### src/rtl/uart_mmio_pkg.sv
// Shared definitions for the memory-mapped UART: register offsets, CON bit
// positions and the 2-bit state encodings of the TX and RX sequencers.
package uart_mmio_pkg;

  localparam logic [31:0] TXD_OFS = 32'd0;
  localparam logic [31:0] RXD_OFS = 32'd4;
  localparam logic [31:0] CON_OFS = 32'd8;

  localparam int CON_RX_INT_EN = 0;
  localparam int CON_TX_INT_EN = 1;
  localparam int CON_RX_VALID  = 2;
  localparam int CON_TX_BUSY   = 3;
  localparam int CON_TX_DONE   = 4;
  localparam int CON_FRAME_ERR = 5;
  localparam int CON_OVERRUN   = 6;
  localparam int CON_W         = 7;

  typedef enum logic [1:0] {
    TX_IDLE  = 2'd0,
    TX_START = 2'd1,
    TX_DATA  = 2'd2,
    TX_STOP  = 2'd3
  } tx_state_e;

  typedef enum logic [1:0] {
    RX_IDLE  = 2'd0,
    RX_START = 2'd1,
    RX_DATA  = 2'd2,
    RX_STOP  = 2'd3
  } rx_state_e;

endpackage

### src/rtl/uart_rx_fsm.sv
// 8N1 receiver: 2-flop synchronizer, mid-start validation, mid-bit sampling and
// stop check. byte_done / frame_error are single-cycle pulses.
module uart_rx_fsm #(
  parameter int CLKS_PER_BIT = 10417
) (
  input  logic       clk,
  input  logic       reset,
  input  logic       uart_rx,
  output logic [7:0] rx_byte,
  output logic       byte_done,
  output logic       frame_error
);
  import uart_mmio_pkg::*;

  localparam logic [15:0] BIT_LAST  = 16'(CLKS_PER_BIT - 1);
  localparam logic [15:0] HALF_LAST = 16'(CLKS_PER_BIT / 2 - 1);

  logic        sync1, rxs, rxs_prev;
  rx_state_e   state, state_n;
  logic [15:0] cnt, cnt_n;
  logic [2:0]  bit_idx, bit_idx_n;
  logic [7:0]  shift, shift_n;

  // NOTE: sequential state uses non-blocking assignments so every flop samples
  // pre-edge values, independent of process evaluation order.
  always_ff @(posedge clk) begin
    if (reset) begin
      sync1    <= 1'b1;
      rxs      <= 1'b1;
      rxs_prev <= 1'b1;
      state    <= RX_IDLE;
      cnt      <= '0;
      bit_idx  <= '0;
      shift    <= '0;
    end else begin
      sync1    <= uart_rx;
      rxs      <= sync1;
      rxs_prev <= rxs;
      state    <= state_n;
      cnt      <= cnt_n;
      bit_idx  <= bit_idx_n;
      shift    <= shift_n;
    end
  end

  // NOTE: every output of this block gets a default first, so no path can
  // leave a variable unassigned and infer a latch.
  always_comb begin
    state_n     = state;
    cnt_n       = cnt + 16'd1;
    bit_idx_n   = bit_idx;
    shift_n     = shift;
    byte_done   = 1'b0;
    frame_error = 1'b0;
    case (state)
      RX_IDLE: begin
        cnt_n = '0;
        // rxs_prev only reads high once the line has been idle, which re-arms
        // edge detection after a frame that ended with the line low.
        if (rxs_prev && !rxs) state_n = RX_START;
      end
      RX_START: begin
        if (cnt == HALF_LAST) begin
          cnt_n     = '0;
          bit_idx_n = '0;
          state_n   = rxs ? RX_IDLE : RX_DATA;
        end
      end
      RX_DATA: begin
        if (cnt == BIT_LAST) begin
          cnt_n     = '0;
          shift_n   = {rxs, shift[7:1]};
          bit_idx_n = bit_idx + 3'd1;
          if (bit_idx == 3'd7) state_n = RX_STOP;
        end
      end
      RX_STOP: begin
        if (cnt == BIT_LAST) begin
          cnt_n   = '0;
          state_n = RX_IDLE;
          if (rxs) byte_done   = 1'b1;
          else     frame_error = 1'b1;
        end
      end
      default: state_n = RX_IDLE;
    endcase
  end

  assign rx_byte = shift;

endmodule

### src/rtl/uart_mmio.sv
// Memory-mapped 8N1 UART on the MEM-stage bus: TXD/RXD/CON registers, transmit
// sequencer and a level interrupt request.
module uart_mmio #(
  parameter logic [31:0] BASE_ADDR    = 32'h40000018,
  parameter int          CLKS_PER_BIT = 10417
) (
  input  logic        clk,
  input  logic        reset,
  input  logic        MemRead,
  input  logic        MemWrite,
  input  logic [31:0] address,
  input  logic [31:0] write_data,
  output logic [31:0] read_data,
  output logic        hit,
  input  logic        uart_rx,
  output logic        uart_tx,
  output logic        IRQ
);
  import uart_mmio_pkg::*;

  localparam logic [15:0] BIT_LAST = 16'(CLKS_PER_BIT - 1);

  logic sel_txd, sel_rxd, sel_con;
  logic txd_wr, con_wr, rxd_rd, con_rd;

  logic rx_int_en, tx_int_en, rx_valid, tx_busy, tx_done, frame_err, overrun;
  logic [7:0] rx_data;
  logic [CON_W-1:0] con_val;

  tx_state_e   tx_state, tx_state_n;
  logic [15:0] tx_cnt, tx_cnt_n;
  logic [2:0]  tx_bit, tx_bit_n;
  logic [7:0]  tx_shift, tx_shift_n;
  logic        tx_line_n, tx_finish, tx_bit_end;

  logic [7:0] rx_byte;
  logic       rx_byte_done, rx_frame_error;

  logic unused_wdata;
  assign unused_wdata = ^write_data[31:8];

  assign sel_txd = (address == BASE_ADDR + TXD_OFS);
  assign sel_rxd = (address == BASE_ADDR + RXD_OFS);
  assign sel_con = (address == BASE_ADDR + CON_OFS);
  assign hit     = sel_txd | sel_rxd | sel_con;

  assign txd_wr = MemWrite & sel_txd;
  assign con_wr = MemWrite & sel_con;
  assign rxd_rd = MemRead  & sel_rxd;
  assign con_rd = MemRead  & sel_con;

  uart_rx_fsm #(.CLKS_PER_BIT(CLKS_PER_BIT)) u_rx (
    .clk         (clk),
    .reset       (reset),
    .uart_rx     (uart_rx),
    .rx_byte     (rx_byte),
    .byte_done   (rx_byte_done),
    .frame_error (rx_frame_error)
  );

  assign tx_busy    = (tx_state != TX_IDLE);
  assign tx_bit_end = (tx_cnt == BIT_LAST);

  always_comb begin
    tx_state_n = tx_state;
    tx_cnt_n   = tx_cnt;
    tx_bit_n   = tx_bit;
    tx_shift_n = tx_shift;
    tx_finish  = 1'b0;
    case (tx_state)
      TX_IDLE: begin
        if (txd_wr) begin
          tx_shift_n = write_data[7:0];
          tx_cnt_n   = '0;
          tx_state_n = TX_START;
        end
      end
      TX_START: begin
        if (tx_bit_end) begin
          tx_cnt_n   = '0;
          tx_bit_n   = '0;
          tx_state_n = TX_DATA;
        end else tx_cnt_n = tx_cnt + 16'd1;
      end
      TX_DATA: begin
        if (tx_bit_end) begin
          tx_cnt_n   = '0;
          tx_shift_n = {1'b0, tx_shift[7:1]};
          tx_bit_n   = tx_bit + 3'd1;
          if (tx_bit == 3'd7) tx_state_n = TX_STOP;
        end else tx_cnt_n = tx_cnt + 16'd1;
      end
      TX_STOP: begin
        if (tx_bit_end) begin
          tx_cnt_n   = '0;
          tx_state_n = TX_IDLE;
          tx_finish  = 1'b1;
        end else tx_cnt_n = tx_cnt + 16'd1;
      end
      default: tx_state_n = TX_IDLE;
    endcase
    // The line level is registered from the next state so uart_tx stays
    // glitch-free and lines up with the state it belongs to.
    case (tx_state_n)
      TX_START: tx_line_n = 1'b0;
      TX_DATA:  tx_line_n = tx_shift_n[0];
      default:  tx_line_n = 1'b1;
    endcase
  end

  always_ff @(posedge clk) begin
    if (reset) begin
      tx_state  <= TX_IDLE;
      tx_cnt    <= '0;
      tx_bit    <= '0;
      tx_shift  <= '0;
      uart_tx   <= 1'b1;
      rx_int_en <= 1'b0;
      tx_int_en <= 1'b0;
      tx_done   <= 1'b0;
      frame_err <= 1'b0;
      overrun   <= 1'b0;
      rx_valid  <= 1'b0;
      rx_data   <= '0;
    end else begin
      tx_state <= tx_state_n;
      tx_cnt   <= tx_cnt_n;
      tx_bit   <= tx_bit_n;
      tx_shift <= tx_shift_n;
      uart_tx  <= tx_line_n;

      if (con_wr) {tx_int_en, rx_int_en} <= write_data[1:0];

      // A new event on the same edge as the clearing read wins, so it is never lost.
      if (tx_finish)           tx_done <= 1'b1;
      else if (con_rd)         tx_done <= 1'b0;
      if (rx_frame_error)      frame_err <= 1'b1;
      else if (con_rd)         frame_err <= 1'b0;
      if (rx_byte_done && rx_valid && !rxd_rd) overrun <= 1'b1;
      else if (con_rd)         overrun <= 1'b0;

      if (rx_byte_done) begin
        rx_data  <= rx_byte;
        rx_valid <= 1'b1;
      end else if (rxd_rd) begin
        rx_valid <= 1'b0;
      end
    end
  end

  always_comb begin
    con_val                = '0;
    con_val[CON_RX_INT_EN] = rx_int_en;
    con_val[CON_TX_INT_EN] = tx_int_en;
    con_val[CON_RX_VALID]  = rx_valid;
    con_val[CON_TX_BUSY]   = tx_busy;
    con_val[CON_TX_DONE]   = tx_done;
    con_val[CON_FRAME_ERR] = frame_err;
    con_val[CON_OVERRUN]   = overrun;
  end

  always_comb begin
    read_data = '0;
    if (rxd_rd)      read_data = {24'h0, rx_data};
    else if (con_rd) read_data = {25'h0, con_val};
  end

  assign IRQ = (rx_int_en & rx_valid) | (tx_int_en & tx_done);

endmodule

### config.mk
export PLATFORM = sky130hd
export DESIGN_NAME = uart_mmio
export DESIGN_NICKNAME = d
export VERILOG_FILES = /design/src/rtl/uart_mmio_pkg.sv /design/src/rtl/uart_rx_fsm.sv /design/src/rtl/uart_mmio.sv
export SDC_FILE = /design/constraint.sdc
export NUM_CORES = 1
export LEC_CHECK = 0
export CAP_MARGIN = 15
export CORE_MARGIN = 4
export CORE_UTILIZATION = 30
export CTS_BUF_LIST = sky130_fd_sc_hd__clkbuf_4
export DETAILED_ROUTE_END_ITERATION = 8
export GPL_TIMING_DRIVEN = 0
export PLACE_DENSITY = 0.56
export REMOVE_ABC_BUFFERS = 1
export SLEW_MARGIN = 20
export SYNTH_ARGS = -nofsm -noshare
export SYNTH_HDL_FRONTEND = slang
export SYNTH_HIERARCHICAL = 1
export SYNTH_SLANG_ARGS = --single-unit
### constraint.sdc
create_clock -name clk -period 4.9 [get_ports clk]
set_clock_uncertainty 0.15 [all_clocks]
set_input_delay 0.98 -clock clk [delete_from_list [all_inputs] [get_ports clk]]
set_output_delay 0.98 -clock clk [all_outputs]
set_load 0.03 [all_outputs]
Word level (Yosys, flattened, before mapping)
Index checks and enable logic that the tools add are counted.
{"block": "totals", "regBits": 76, "elab_cells": 124, "input_bits": 69}
{"block": "classes", "n_mux": 45, "bitwise": 9, "eq_ne": 24, "n_reduce_logical": 22, "n_addsub": 4}
{"op": "$eq 32x31->1 const B", "count": 3}
{"op": "$mux 16", "count": 4}
{"op": "$pmux 16 s3", "count": 1}
{"op": "$add 16x1->16 const B", "count": 2}
{"op": "$eq 16x14->1 const B", "count": 2}
{"op": "$pmux 16 s2", "count": 1}
{"op": "$mux 8", "count": 3}
{"op": "$mux 2", "count": 11}
{"op": "$eq 16x13->1 const B", "count": 1}
{"op": "$pmux 2 s4", "count": 2}
{"op": "$pmux 8 s2", "count": 1}
{"op": "$reduce_bool 2->1", "count": 8}
{"op": "$mux 1", "count": 14}
{"op": "$mux 3", "count": 4}
{"op": "$pmux 3 s2", "count": 2}
{"op": "$eq 2x2->1 const B", "count": 5}
{"op": "$ne 2x1->1 const B", "count": 5}
{"op": "$reduce_and 3->1", "count": 3}
{"op": "$mux 7", "count": 1}
{"op": "$add 3x1->3 const B", "count": 2}
{"op": "$and 1x1->1", "count": 6}
{"op": "$eq 2x1->1 const B", "count": 3}
{"op": "$eq 3x3->1 const B", "count": 2}
{"op": "$ne 2x2->1 const B", "count": 3}
{"op": "other kinds (9)", "count": 15}

Longest topological paths before layout
Gate-level depths: netlist (run 1).
{"block": "logic_depth", "depth_word": 6, "depth_mapped": 9, "depth_no_buf": 7}

Hierarchy
Netlist (run 1), hierarchy kept.
{"mod": "uart_mmio", "area_each_um2": 2496.1, "cells_per_inst": 296, "instances": 1, "seq_area_each_um2": 880.8}
{"mod": "uart_rx_fsm", "area_each_um2": 1535.2, "cells_per_inst": 172, "instances": 1, "seq_area_each_um2": 640.6}

Least setup slack after synthesis (run 1)
Ideal clock, no wire load.
{"block": "synth_path", "kind": "input port to output port", "startpoint": "input address[16]", "endpoint": "output read_data[0]", "slack_ps": 1225, "path_buffers": 0, "path_stages": 4, "t_arrival_ps": 2545, "path_cell_list": "nor4_1 > nand4_1 > nor4_2 > a22o_1"}
{"block": "synth_via", "elab_chain_cells": 4, "elab_cells_between_ends": 6, "classes_between": "eq/ne: 2; mux: 2; bitwise: 2"}
{"element": "start, declared", "line_no": "uart_mmio.sv:11", "rtl": "input logic [31:0] address,"}
{"element": "$eq 32x31->1", "line_no": "uart_mmio.sv:44", "rtl": "assign sel_con = (address == BASE_ADDR + CON_OFS);"}
{"element": "$and 1x1->1", "line_no": "uart_mmio.sv:50", "rtl": "assign con_rd = MemRead & sel_con;"}
{"element": "$mux 7", "line_no": "uart_mmio.sv:165", "rtl": "else if (con_rd) read_data = {25'h0, con_val};"}
{"element": "$mux 8 (*)", "line_no": "uart_mmio.sv:164", "rtl": "if (rxd_rd) read_data = {24'h0, rx_data};"}
{"element": "end, declared", "line_no": "uart_mmio.sv:13", "rtl": "output logic [31:0] read_data,"}
Every way passes the cells marked *; elsewhere a longest branch is shown, timed or not.

Worst setup path in the final report (run 1)
{"block": "layout_path", "startpoint": "input address[29]", "endpoint": "output read_data[3]"}
Same word-level chain as after synthesis.

==> metrics.md, run 1 <==
| Metric | Value |
|---|---|
| Endpoints failing hold | `0` |
| Post-Synth Simple-Gate Area | `between 20% and 30%` |
| Wire length per cell after detailed routing | `14.3 um` |
| Final WS setup | `0.212 ns` |
| Setup violators final | `0` |
| Die footprint | `15400 sq um` |
| Post-route antenna net violation count | `0` |
| Post-synthesis instance area | `4030 sq um` |
| Maximum level of the CTS H-tree | `3` |
| Primary FF master, synth | `dfxtp_1` |
| Core occupancy in the finished layout | `36.7%` |
| Remaining Overflow, GRT | `0` |
| Worst-case vdd ir drop | `0.000147 V` |
| Number of antenna violations at the first check in global routing | `0` |
| Post-synthesis sequential area ratio | `a little under two fifths` |
| Min cycle time layout | `~4.7 ns` |
| Max-cap violation count | `0` |
| FILL cells | `~1400` |
| Latest clock arrival within the worst-skew pair | `0.44 ns` |
| Number of pins with negative max-slew slack in the final report | `0` |
| Number of different library cells in the post-synthesis netlist | `62` |
| Final period utilization | `a little over nine tenths` |
| Combinational family with the most area after synthesis | `simple AND/OR/NAND/NOR gates` |
| Total number of yosys warnings | `6` |
| Proportion of synthesized area in mux cells | `2.76%` |
| Initial detailed-routing violation count | `around 310` |
| End of the worst hold path | `u_rx/rxs` |
| Static power due to leakage | `1.46 nW` |
| Number of buffer cells added on primary ports | `55` |
| Area of the core | `between 10000 and 15000 sq um` |
| Via count of the first global-routing pass | `3331` |
| Crit path cell chain | `clkdlybuf4s50_1, nor4b_2, nand3_2, nor4b_4, buf_4, a22o_1, clkdlybuf4s50_1` |
| Hpwl dp | `6970 um` |
| Slowest Stage Delay on Critical Path | `0.67 ns` |
| Async S/R FF share, synth | `0%` |
| Arr. time, crit path | `3.56 ns` |
| Count of pins on the block boundary | `104` |
| Synthesized netlist cell count | `468` |
| Fraction of final layout cells sized beyond drive strength 1 | `9.21%` |
| FF-to-FF End | `overrun` |
| Dominant cell by count in the synthesized netlist | `dfxtp_1` |
| Hold path cells | `1` |
| Startpoint of the lowest-slack hold path | `u_rx/sync1` |
| Wirelength, routed | `9950 um` |
| Worst-path maximum fanout | `9` |
| Mean post-synth cell area | `8.61 sq um` |
| Number of enable-type register cells in the synthesized netlist | `0` |
| Xor and xnor fraction of the mapped netlist area | `under 10%` |
| Clock-pin slew on the worst setup and hold paths | `0.12 ns` |
| Post-layout power | `1.10 mW` |
| Highest attainable clock frequency | `~0.21 GHz` |
| Area contributors post-synth | `dfxtp_1 (38%), buf_4 (5.0%), a21oi_1 (3.5%), nand2_1 (3.2%), nor3_1 (3.1%)` |
| Mean number of vias per cell | `5.13` |
| TritonCTS sink count | `76` |
| Total global routing track utilization | `13.1%` |
| Category of the most critical setup path | `in -> out` |
| Cell type contributing the most total cell area after synthesis | `dfxtp_1` |
| CP required | `about 3.8 ns` |
| Least-Margin Pin Slew | `1.04 ns` |
| Result of the run | `finished clean` |
| Worst reg-to-reg setup slack | `2.12 ns` |
| Setup repair after global routing missed its margin | `no` |
| Area added between synthesis and finish | `20.2%` |
| Clk Tree Root Cell | `clkbuf_4` |
| CTS tree | `yes` |
| Stages on worst setup path | `7` |
| Maximum number of pins on one net before global-route repair | `71` |
| Register bit total from synthesis | `76` |
| Gp weighted congestion | `0.815` |
| Count of inserted antenna diode cells | `0` |
| Cell count after placement | `675` |
| Total non-filler cell area in the finished layout | `roughly 4800 sq um` |
| Compound-gate portion of the synthesized area | `17.0%` |
| Endpoint class of the critical path | `output port` |
| Type of origin of the critical path | `input port` |
| Top Family by Delay on Critical Path | `buffers and inverters` |
| Num rows | `42` |
| Combined buffer and inverter count along the critical path | `3` |
| Min-delay worst type | `reg -> reg` |
| Number of nets in the layout | `593` |
| Count of unresolved DRC violations after routing | `0` |
| Most used standard cells in the synthesized netlist | `dfxtp_1 (76), nand2_1 (34), nor2_1 (30)` |
| Synth top area share | `37.7%` |
| DRT Pass-1 Iters | `4` |
| Worst slack at placement | `-0.508 ns` |
| Overall die width | `124 um` |
| Final cell count without fillers | `697` |
| Worst-case headroom to the max-slew limit | `30.2%` |
| Worst R2R Start | `u_rx/cnt[3]` |
| Worst r2r path cells | `6` |
| Pwr/cell area | `between 200 and 250 nW/um^2` |
| First-pass GRT wire length | `16100 um` |
| Buffers from clock root to sink, at most | `2` |
| Crit-path slowest cell | `clkdlybuf4s50_1` |
| TritonCTS buffer count | `9` |
| Placed cell areas | `4630 sq um` |
| Most frequent CP cell | `clkdlybuf4s50_1` |
| Initial standard-cell utilization of the core | `a little under a third` |
| Post-synthesis adder-cell area fraction | `roughly 2.5%` |
| Die height | `124 um` |
| Total number of vias | `3578` |
==> metal layers <==
layer | GRT usage [%] | wire [um] | vias to the layer above
li1 | - | - | 1789
met1 | 17.5 | 4680 | 1696
met2 | 20.8 | 4580 | 87
met3 | 4.18 | 642 | 6
met4 | 2.46 | 49 | 0
met5 | 0 | 0 | -
==> where the power goes <==
group          internal [mW]  switching [mW]
clock                  0.153           0.229
sequential             0.622         0.00414
combinational         0.0428          0.0523
==> cells in the final DEF, fill, tap and decap left out, drive strengths merged, types with 3 or more instances in the layout <==
master,n
a211oi,5
clkbuf,9
xnor2,11
o32ai,4
mux2i,10
inv,17
ha,8
nand3b,4
dfxtp,76
nor3,25
clkdlybuf4s50,54
a311oi,13
a21oi,28
clkinv,3
nand2,34
and4,4
nor4,13
o21ai,13
or4b,3
a31oi,6
nor4b,5
nor2b,4
nor2,30
conb,24
or2,6
nor4bb,3
a22oi,8
a22o,8
nand3,25
nand4,13
buf,9
or3,4
nand2b,8
==> state kept, by name, indices dropped and copies added, names as in the netlist, named ones only <==
name and count:
tx_bit 3, overrun 1, tx_state 2, rx_valid 1
tx_int_en 1, tx_done 1, u_rx/rxs 1, frame_err 1
rx_data 8, u_rx/rx_byte 8, u_rx/state 1, u_rx/bit_idx 3
u_rx/rxs_prev 1, rx_int_en 1, tx_shift 8, tx_cnt 16
u_rx/cnt 16, uart_tx 1, u_rx/sync1 1
==> per-stage QoR <==
| stage | hold WS, ns | TNS, ns |
|---|---|---|
| floorplan | 0.239 | 0 |
| global placement | 0.254 | -3.37 |
| detailed placement | 0.270 | -3.75 |
| CTS | 0.304 | 0 |
| global route | 0.311 | 0 |
| finish | 0.296 | 0 |
==> cells by family after synthesis <==
kind of cell | Yosys count
simple gates | 195
flops | 76
compound gates | 99
buf+inv | 65
fa+ha+maj | 8
mux | 11
xor+xnor | 13
other cells | 1
==> cell type report <==
class	count	area (sq um)	share of cell area [%]
repair buffers	63	628	13.0
inverters	16	60.1	1.24
clock inverters	7	66.3	1.37
flip-flops and latches	76	1520	31.4
multi-input cells	350	2280	47.1
well taps	176	220	4.54
clock buffers	9	67.6	1.39
==> worst max path at each step <==
| stage | startpoint | to | slack, ns |
|---|---|---|---|
| after global placement | address[29] | read_data[3] | -0.47 |
| final | address[29] | read_data[3] | 0.21 |
| after detailed placement | address[29] | read_data[3] | -0.51 |
| after floorplan | address[16] | read_data[0] | 1.22 |
| after global routing | address[22] | read_data[3] | 0.11 |
| after CTS | address[7] | read_data[3] | 0.14 |
==> what timing repair did <==
item	in CTS	in global routing
gates resized for setup	4	0
buffers inserted	3	3
setup endpoints to repair	8	8
pin swaps	2	1
hold buffers	0	0
Power figures use the tool's default switching activity.
==> run 2: changes to the inputs <==
--- a/config.mk
+++ b/config.mk
@@ -5,13 +5,14 @@
 export SDC_FILE = /design/constraint.sdc
 export NUM_CORES = 1
 export LEC_CHECK = 0
+export ABC_AREA = 1
 export CAP_MARGIN = 15
 export CORE_MARGIN = 4
 export CORE_UTILIZATION = 30
 export CTS_BUF_LIST = sky130_fd_sc_hd__clkbuf_4
 export DETAILED_ROUTE_END_ITERATION = 8
 export GPL_TIMING_DRIVEN = 0
-export PLACE_DENSITY = 0.56
+export PLACE_DENSITY = 0.55
 export REMOVE_ABC_BUFFERS = 1
 export SLEW_MARGIN = 20
 export SYNTH_ARGS = -nofsm -noshare
==> metrics.md, run 2 <==
| Metric | Value |
|---|---|
| Number of nets in the layout | `785` |
| Post-CTS setup-driven buffer insertion count | `0` |
| Type of origin of the critical path | `input port` |
| Number of pins with negative max-slew slack in the final report | `0` |
| Min cycle time layout | `approximately 4.4 ns` |
| Synth top area share | `34.1%` |
| Count of unresolved DRC violations after routing | `0` |
| TritonCTS sink count | `76` |
| Top Family by Delay on Critical Path | `buffers and inverters` |
| Worst-path maximum fanout | `8` |
| Worst-case vdd ir drop | `0.000226 V` |
| Wire length per cell after detailed routing | `11.1 um` |
| Mean post-synth cell area | `6.82 sq um` |
| Die height | `130 um` |
| Register bit total from synthesis | `between 70 and 80` |
| Maximum level of the CTS H-tree | `3` |
| Total number of yosys warnings | `6` |
| Async S/R FF share, synth | `0%` |
| Wirelength, routed | `~9900 um` |
| Resized Gates After CTS | `0` |
| Setup violators final | `0` |
| Endpoints failing hold | `0` |
| Synthesized netlist cell count | `654` |
| Num rows | `44` |
| Static power due to leakage | `approximately 2.1 nW` |
| Hpwl dp | `7480 um` |
| TritonCTS buffer count | `9` |
| Primary FF master, synth | `dfxtp_1` |
| Arr. time, crit path | `3.28 ns` |
| Overall die width | `between 100 and 150 um` |
| Die footprint | `16900 sq um` |
| Commonest cells after routing, fill and taps aside | `nand2_1 (114), nor2_1 (105), inv_1 (78)` |
| Initial detailed-routing violation count | `152` |
| Placed cell areas | `5060 sq um` |
| Highest attainable clock frequency | `0.227 GHz` |
| Result of the run | `finished clean` |
| Post-synthesis instance area | `4460 sq um` |
| Count of pins on the block boundary | `104` |
| Endpoint class of the critical path | `output port` |
| DRT Pass-1 Iters | `4` |
| Leading cell type in the layout, fill and taps excluded | `nand2_1` |
| Internal power | `around 0.87 mW` |
| Clock power frac | `between 30% and 40%` |
| Via count of the first global-routing pass | `3786` |
| Net switching power | `0.289 mW` |
| First-pass GRT wire length | `16800 um` |
| Area contributors post-synth | `dfxtp_1 (34%), nand2_1 (9.6%), nor2_1 (8.8%), inv_1 (6.6%), nand3_1 (5.6%)` |
| Area of the core | `14500 sq um` |
| Number of enable-type register cells in the synthesized netlist | `0` |
| Latest clock arrival within the worst-skew pair | `0.45 ns` |
| Combined buffer and inverter count along the critical path | `3` |
| Min-delay worst type | `reg -> reg` |
| Fraction of final layout cells sized beyond drive strength 1 | `12.2%` |
| Setup repair after global routing missed its margin | `no` |
| Dominant cell by count in the synthesized netlist | `nand2_1` |
| Largest registers in the final layout | `tx_cnt: 16 flops, u_rx/cnt: 16 flops` |
| Total non-filler cell area in the finished layout | `5220 sq um` |
| Pwr/cell area | `223 nW/um^2` |
| Post-synthesis sequential area ratio | `34.1%` |
| Part of the power in registers | `53.7%` |
| Area added between synthesis and finish | `17.0%` |
| CTS tree | `yes` |
| Clock-pin slew on the worst setup and hold paths | `roughly 0.12 ns` |
| Max-cap violation count | `0` |
| TNS Setup | `0 ns` |
| Number of different library cells in the post-synthesis netlist | `39` |
| Crit path cell chain | `clkdlybuf4s50_1, inv_1, nor3_1, nand3_1, nor2_1, nand2_2, o22ai_1, clkdlybuf4s50_1` |
| Most frequent CP cell | `clkdlybuf4s50_1` |
| Switching fraction of total power | `between 20% and 30%` |
| Number of buffer cells added on primary ports | `55` |
| Crit-path slowest cell | `clkdlybuf4s50_1` |
| Number of antenna violations at the first check in global routing | `1` |
| Most used standard cells in the synthesized netlist | `nand2_1 (114), nor2_1 (105), inv_1 (78)` |
| Worst-case headroom to the max-slew limit | `58.1%` |
| Initial standard-cell utilization of the core | `30.7%` |
| Post-route antenna net violation count | `0` |
| Relative contribution of combinational cells to total power | `9.5%` |
| Remaining Overflow, GRT | `0` |
| CP required | `around 3.8 ns` |
| Maximum number of pins on one net before global-route repair | `30` |
| Total global routing track utilization | `12.2%` |
| Least-Margin Pin Slew | `approximately 0.63 ns` |
| Slowest Stage Delay on Critical Path | `approximately 0.71 ns` |
| Mean number of vias per cell | `between 4 and 5` |
| Buffers from clock root to sink, at most | `2` |
| Final period utilization | `89.9%` |
| Category of the most critical setup path | `in -> out` |
| Clk Tree Root Cell | `clkbuf_4` |
| Total number of vias | `about 4000` |
| Cell type contributing the most total cell area after synthesis | `dfxtp_1` |
| Gp weighted congestion | `0.843` |
| Post-CTS Hold Buffers | `0` |
==> run 2: cell count changes after synthesis, sizes merged, moves of 8 or more <==
cell	change
a21oi	+15
a22o	-8
a311oi	-13
clkbuf	-13
inv	+74
mux2i	-10
nand2	+100
nand2b	-8
nand3	+31
nor2	+93
nor3	-11
nor4	-13
o21ai	+27
xnor2	-10
==> run 2: layer usage <==
layer  GRT usage, %  up-vias  share of wire (%)
li1               -     2155                  -
met1           15.3     1752                 48
met2           19.8       77                 45
met3           3.89        4                6.4
met4           4.28        0               0.96
met5              0        -                  0
==> run 2: layout make-up <==
cell class                 count  area (sq um)
multi-input combinational    475          2420
timing repair buffer          55           546
sequential                    76          1520
clock inverter                 5          77.6
tap                          184           230
fill                        1592          9320
antenna                        1          2.50
inverter                      91           347
clock buffer                  10          75.1
==> run 2: stage by stage <==
step	setup WS, ns	instances	hold WS (ns)	total power [mW]	util [%]
final	0.495	897	0.275	1.16	35.9
after CTS	0.444	896	0.281	1.19	35.9
after detailed placement	0.439	881	0.251	0.748	34.8
after global placement	0.439	881	0.247	0.749	34.9
after global routing	0.292	897	0.292	1.22	35.9
after floorplan	1.53	642	0.239	0.696	-
==> run 2: cells by family after synthesis <==
kind of cell,after synthesis,synth area share (%)
XOR/XNOR,5,0.982
other,1,0.0841
AO/OA/AOI/OAI,95,11.7
adder cells (fa/ha/maj),8,2.24
flip-flops,76,34.1
AND/OR/NAND/NOR,343,37.3
buffers and inverters,126,13.6
==> run 2: path summary, 6_finish.rpt <==
check             slack, ns           end   startpoint  depth (start not counted)
setup / recovery       0.49  read_data[0]   address[5]                          8
hold / removal         0.28      u_rx/rxs   u_rx/sync1                          1
setup reg to reg       2.69    rx_data[2]  u_rx/cnt[0]                         13
hold reg to reg        0.28      u_rx/rxs   u_rx/sync1                          1
==> run 2: power by group through the flow <==
stage,combinational (mW),sequential [mW],clock (mW)
after detailed placement,0.111,0.638,0
final,0.111,0.624,0.427
after global placement,0.111,0.638,0
after global routing,0.124,0.625,0.471
after CTS,0.111,0.624,0.452
after floorplan,0.0594,0.637,0
==> run 3: changes to the inputs <==
==> constraint.sdc (replaced) <==
create_clock -name clk -period 4.9 [get_ports clk]
set_clock_uncertainty 0.15 [all_clocks]
set_input_delay 0.98 -clock clk [delete_from_list [all_inputs] [get_ports clk]]
set_output_delay 0.98 -clock clk [all_outputs]
set_load 0.05 [all_outputs]
==> results of run 3 <==
Same layout as run 2 (identical final DEF). Status: finished clean.
Main changes from that run: setup slack after placement 0.439 ns -> 0.306 ns; setup slack after layout 0.495 ns -> 0.362 ns; total power 1.16 mW -> 1.18 mW
